[config.mk]
export PLATFORM = sky130hd
export DESIGN_NAME = ifa_mem_responder
export DESIGN_NICKNAME = d
export VERILOG_FILES = /design/src/rtl/ifa_pkg.sv /design/src/rtl/ifa_mem_array.sv /design/src/rtl/ifa_mem_responder.sv
export SDC_FILE = /design/constraint.sdc
export NUM_CORES = 2
export LEC_CHECK = 0
export BUFFER_PORTS_ARGS = -buffer_cell sky130_fd_sc_hd__buf_2
export CELL_PAD_IN_SITES_DETAIL_PLACEMENT = 0
export CELL_PAD_IN_SITES_GLOBAL_PLACEMENT = 1
export CORE_MARGIN = 2
export CORE_UTILIZATION = 34
export DETAILED_ROUTE_END_ITERATION = 12
export GPL_ROUTABILITY_DRIVEN = 1
export PLACE_DENSITY_LB_ADDON = 0.1
export SETUP_SLACK_MARGIN = 0.3
export SYNTH_ARGS = -nofsm -noshare
export SYNTH_HDL_FRONTEND = slang
export SYNTH_SLANG_ARGS = --single-unit
[constraint.sdc]
create_clock -name clk -period 5 [get_ports clk]
set_clock_uncertainty 0.2 [all_clocks]
set_input_delay 0.5 -clock clk [delete_from_list [all_inputs] [get_ports clk]]
set_output_delay 0.5 -clock clk [all_outputs]
set_load 0.02 [all_outputs]
[src/rtl/ifa_pkg.sv]
// Shared types for the ifa memory responder: command encodings, FSM states
// and the wait-state counter width.
package ifa_pkg;

  localparam int CNT_W = 4;

  typedef enum logic [1:0] {
    MODE_NOP  = 2'b00,
    MODE_RD   = 2'b01,
    MODE_WR   = 2'b10,
    MODE_SWAP = 2'b11
  } mode_e;

  typedef enum logic [1:0] {
    IDLE,
    GRANT,
    ACCESS,
    DONE
  } state_e;

endpackage

[src/rtl/ifa_mem_array.sv]
// Storage behind the responder: combinational read port and a synchronous
// write port sharing one address. Contents are deliberately not reset.
module ifa_mem_array #(
  parameter int ADDR_W = 8,
  parameter int DATA_W = 8
) (
  input  logic              clk,
  input  logic              we,
  input  logic [ADDR_W-1:0] addr,
  input  logic [DATA_W-1:0] wdata,
  output logic [DATA_W-1:0] rdata
);

  logic [DATA_W-1:0] mem [2**ADDR_W];

  always_ff @(posedge clk) begin
    if (we) mem[addr] <= wdata;
  end

  assign rdata = mem[addr];

endmodule

[src/rtl/ifa_mem_responder.sv]
// Memory-side responder for the ifa req/gnt bus: grants one initiator, latches
// a command on start and completes it after WAIT_CYCLES extra wait states.
module ifa_mem_responder
  import ifa_pkg::*;
#(
  parameter int ADDR_W      = 8,
  parameter int DATA_W      = 8,
  parameter int WAIT_CYCLES = 2
) (
  input  logic              clk,
  input  logic              rst,
  input  logic              req,
  input  logic              start,
  input  logic [1:0]        mode,
  input  logic [ADDR_W-1:0] addr,
  input  logic [DATA_W-1:0] wdata,
  output logic              gnt,
  output logic              rdy,
  output logic [DATA_W-1:0] rdata,
  output logic              busy
);

  localparam logic [CNT_W-1:0] WAIT_INIT = CNT_W'(WAIT_CYCLES);

  state_e            state;
  logic [CNT_W-1:0]  cnt;
  mode_e             mode_q;
  logic [ADDR_W-1:0] addr_q;
  logic [DATA_W-1:0] wdata_q;
  logic [DATA_W-1:0] mem_rdata;
  logic              access_now;
  logic              mem_we;

  // Writes are gated by rst so a reset landing on the access edge aborts the store.
  always_comb begin
    access_now = (state == ACCESS) && (cnt == '0);
    mem_we     = access_now && !rst && (mode_q == MODE_WR || mode_q == MODE_SWAP);
  end

  ifa_mem_array #(
    .ADDR_W(ADDR_W),
    .DATA_W(DATA_W)
  ) u_array (
    .clk  (clk),
    .we   (mem_we),
    .addr (addr_q),
    .wdata(wdata_q),
    .rdata(mem_rdata)
  );

  always_ff @(posedge clk) begin
    if (rst) begin
      state   <= IDLE;
      cnt     <= '0;
      gnt     <= 1'b0;
      rdy     <= 1'b0;
      rdata   <= '0;
      busy    <= 1'b0;
      mode_q  <= MODE_NOP;
      addr_q  <= '0;
      wdata_q <= '0;
    end else begin
      rdy <= 1'b0;
      case (state)
        IDLE: begin
          if (req) begin
            state <= GRANT;
            gnt   <= 1'b1;
          end
        end
        GRANT: begin
          if (start) begin
            mode_q  <= mode_e'(mode);
            addr_q  <= addr;
            wdata_q <= wdata;
            busy    <= 1'b1;
            if (mode_e'(mode) == MODE_NOP) begin
              state <= DONE;
              rdy   <= 1'b1;
              rdata <= '0;
            end else begin
              state <= ACCESS;
              cnt   <= WAIT_INIT;
            end
          end else if (!req) begin
            state <= IDLE;
            gnt   <= 1'b0;
          end
        end
        ACCESS: begin
          if (cnt != '0) begin
            cnt <= cnt - 1'b1;
          end else begin
            state <= DONE;
            rdy   <= 1'b1;
            // SWAP captures the pre-write value because the read port is combinational.
            rdata <= (mode_q == MODE_RD || mode_q == MODE_SWAP) ? mem_rdata : '0;
          end
        end
        DONE: begin
          busy <= 1'b0;
          if (req) begin
            state <= GRANT;
          end else begin
            state <= IDLE;
            gnt   <= 1'b0;
          end
        end
        default: begin
          state <= IDLE;
          gnt   <= 1'b0;
          busy  <= 1'b0;
        end
      endcase
    end
  end

endmodule
==> metrics.txt <==
Power Density a little under 400 mW/mm²; die extent in x ~490 µm; Post-Layout Cell Count around 7700; XOR/XNOR Fraction of Synth Area 0.0002151; area of the core about 0.24 mm²; CP max stage delay slightly above 0.8 ns; Post-CTS Resized 0; synthesized instance count between 3000 and 4000; worst min-delay path class reg -> reg; CTS clock-pin slew for the worst setup and hold paths roughly 0.060 ns; sequential-to-total area share from yosys stat 0.7659; TritonCTS clock tree built; CP Max Fanout 51; final wirelength 264800 µm; post-synthesis register bit count 2091; DR iter-0 viols 4985; H-tree depth 4; main combinational cell family by area after synthesis multiplexers; Period minus WS final between 4 and 5 ns; I/O Buffers 32; Tcrit/Tclk final 0.9141; Root Driver clkbuf_16; # setup viols final 0; Synth Area in Compound Gates 0.02831; number of enable flip-flop cells after synthesis slightly above 2000; max capacitance violation total 0; Worst VDD drop 0.3677 mV; Post-DP HPWL 167300 µm; vias per std cell approximately 5.4; GRT Resource Usage Total 0.2165; Filler Cells Inserted around 21000; Initial Utilization 0.3420; Hold Startpoint gnt; RSZ-0062 raised after global routing no; Syn Area/Cell slightly above 20 µm²; Leakage Power 0.02678 µW; setup TNS 0 ns; WP data arrival just over 5 ns; DRC Markers 0; synthesized net count ~4000; FF-to-FF End rdata[1]; sink of the worst hold path gnt; critical path data required time between 5 and 6 ns; largest net degree at the start of global routing 150; area occupied by multi-input gates approximately 0.018 mm²; Top Ports 33; R2R depth 9; crit path launch type flop; endpoints failing hold 0; Vias 41486; multiplexer share of the synthesized area 0.1521; Area growth, synth to finish 15.66%; WP depth 9; first-pass GRT wire length approximately 360000 µm; grt ovf 0; Worst path most repeated cell buf_12; Adder-Cell Fraction of Synth Area 0.001076; clk sinks 2091; slew of the pin with the lowest slew margin around 1.4 ns; Critical Path, Cell by Cell buf_12, buf_12, mux4_2, nor3_1, or4_1, a221oi_1, nand3_1, a32oi_1, a32o_1; FF+latch area 0.06241 mm²; Main synth FF type edfxtp_1; CP Class reg -> reg; dpl cells about 7200; row count between 150 and 200; antenna-violating nets left 0; reg2reg setup slack between 0.4 and 0.5 ns; Worst-Skew Late Latency slightly below 0.9 ns; Worst path slowest cell dfxtp_4; Slew headroom 0.08277; Crit. End Element flop; Die ar. 0.2434 mm²; Post-Synth Simple-Gate Area 0.03442; layout cells sized above 1 0.2589; Clock Tree Buf Depth 3; antenna violations before repair 20; DRT Pass-1 Iters 5; GPL Wtd Cong 0.8094; status completed; hold slack final slightly above 0.3 ns; Ys Warns 0; Die Y approximately 490 µm; asr flop ratio synth 0; Netlist Area Pre-Place roughly 0.081 mm²; WHS Path Cells 2; max-slew violations 0; Yosys cell types a little over 70; CP top delay family compound AO/OA/AOI/OAI gates; Buf+Inv Stages, Crit Path 2; post-CTS setup buffer count 0; routed len/inst ~35 µm; vias in the first global route ~42000; final net count between 4000 and 5000; hold buffers post-CTS 33; CTS buffer count 221; upper clock frequency limit ~0.22 GHz
tightest hold or removal path, delay by kind of cell (launching register included):
kind / cells / cell delay [ns]
flops: 1 / 0.31
simple gates: 2 / 0.15
power by group:
part           internal [µW]  switching (µW)  total (µW)
Combinational            617            1290        1910
Sequential             19200             123       19400
Clock                   8850            6940       15800
Total                  28700            8350       37100
flip-flops by register name, summed over array words and instances (netlist names), named ones only:
signal	flops
mode_q	2
u_array.mem	2048
state	1
cnt	4
rdy	1
wdata_q	8
gnt	1
addr_q	8
rdata	8
busy	1
worst max-delay path by stage:
stage               start                end  slack [ns]
5_1_grt              flop           rdata[1]        0.34
2_1_floorplan  wdata_q[0]  u_array.mem[0][0]        0.55
3_5_place_dp         flop           rdata[1]        0.33
6_report             flop           rdata[1]        0.43
3_3_place_gp         flop           rdata[1]        0.36
4_1_cts              flop           rdata[1]        0.31
cell usage after synthesis (8+ instances only):
cell         n  area share
edfxtp_1  2048        0.76
and2_1       9     0.00069
mux4_2     474        0.13
a31oi_1     19      0.0015
a32oi_1      9     0.00097
nand2_1    173      0.0080
dfxtp_1     43       0.011
a221oi_1     8     0.00086
nand2b_1    17      0.0013
clkbuf_1    84      0.0039
a22oi_1     28      0.0026
buf_2       64      0.0039
mux2i_1    144       0.018
o21ai_0     29      0.0018
nand3_1     41      0.0025
buf_4       34      0.0031
o221ai_1    33      0.0036
buf_6       23      0.0032
buf_1       10     0.00046
nor2_1     311       0.014
o22ai_1     48      0.0037
a21oi_1     65      0.0040
nor2b_1     29      0.0022
nor3_1      32      0.0020
a211oi_1    30      0.0028
nand4_1     10     0.00077
inv_1       10     0.00046
mux2_2      23      0.0032
cell type report:
type | count | share of cell area
antenna | 3 | 0.00007973
clock buffer | 287 | 0.06398
clock inverter | 121 | 0.009129
inverter | 12 | 0.0005315
multi-input combinational | 1633 | 0.1880
sequential | 2091 | 0.6628
tap | 3167 | 0.04208
timing repair buffer | 360 | 0.03338
placed cells by master (no fill, tap or decap), types with 8 or more instances in the layout:
cell type / n
nor3_1: 32
dfxtp_4: 13
a31oi_1: 19
edfxtp_1: 2048
nand4_1: 10
clkbuf_16: 226
mux4_2: 474
o21ai_0: 29
buf_2: 32
inv_1: 8
a32oi_1: 9
mux2i_1: 144
nand3_1: 35
o221ai_1: 33
a21oi_1: 64
dlygate4sd3_1: 33
buf_4: 260
clkbuf_1: 47
clkbuf_8: 14
o22ai_1: 48
clkinv_1: 63
a22oi_1: 28
nor2_1: 306
clkinv_2: 32
buf_12: 35
a211oi_1: 30
and2_1: 9
a221oi_1: 8
nand2b_1: 16
mux2_2: 23
dfxtp_1: 29
nand2_1: 164
nor2b_1: 29
bufinv_16: 8
per-layer routing:
layer  share of wire  global-route usage  wire length (µm)
met1            0.45              0.3159            119800
met2            0.47              0.3441            125400
met3           0.054             0.03100             14350
met4           0.020             0.04869              5246
met5               0                   0                 0
through the flow:
step | util | total power (µW) | area [µm²] | setup slack (ns)
2_1_floorplan | - | 20730 | 81420 | 0.5474
3_3_place_gp | 0.3652 | 21660 | 86940 | 0.3586
3_5_place_dp | 0.3652 | 21660 | 86940 | 0.3305
4_1_cts | 0.3955 | 37440 | 94160 | 0.3096
5_1_grt | 0.3955 | 38150 | 94160 | 0.3448
6_report | 0.3955 | 37070 | 94160 | 0.4294
kinds of logic after synthesis:
logic type / after synthesis
AO/OA/AOI/OAI: 331
AND/OR/NAND/NOR: 651
XOR/XNOR: 2
buffers and inverters: 240
multiplexers: 642
adder cells (fa/ha/maj): 7
flip-flops: 2091
Note: power is estimated with default switching activity, not from simulation.
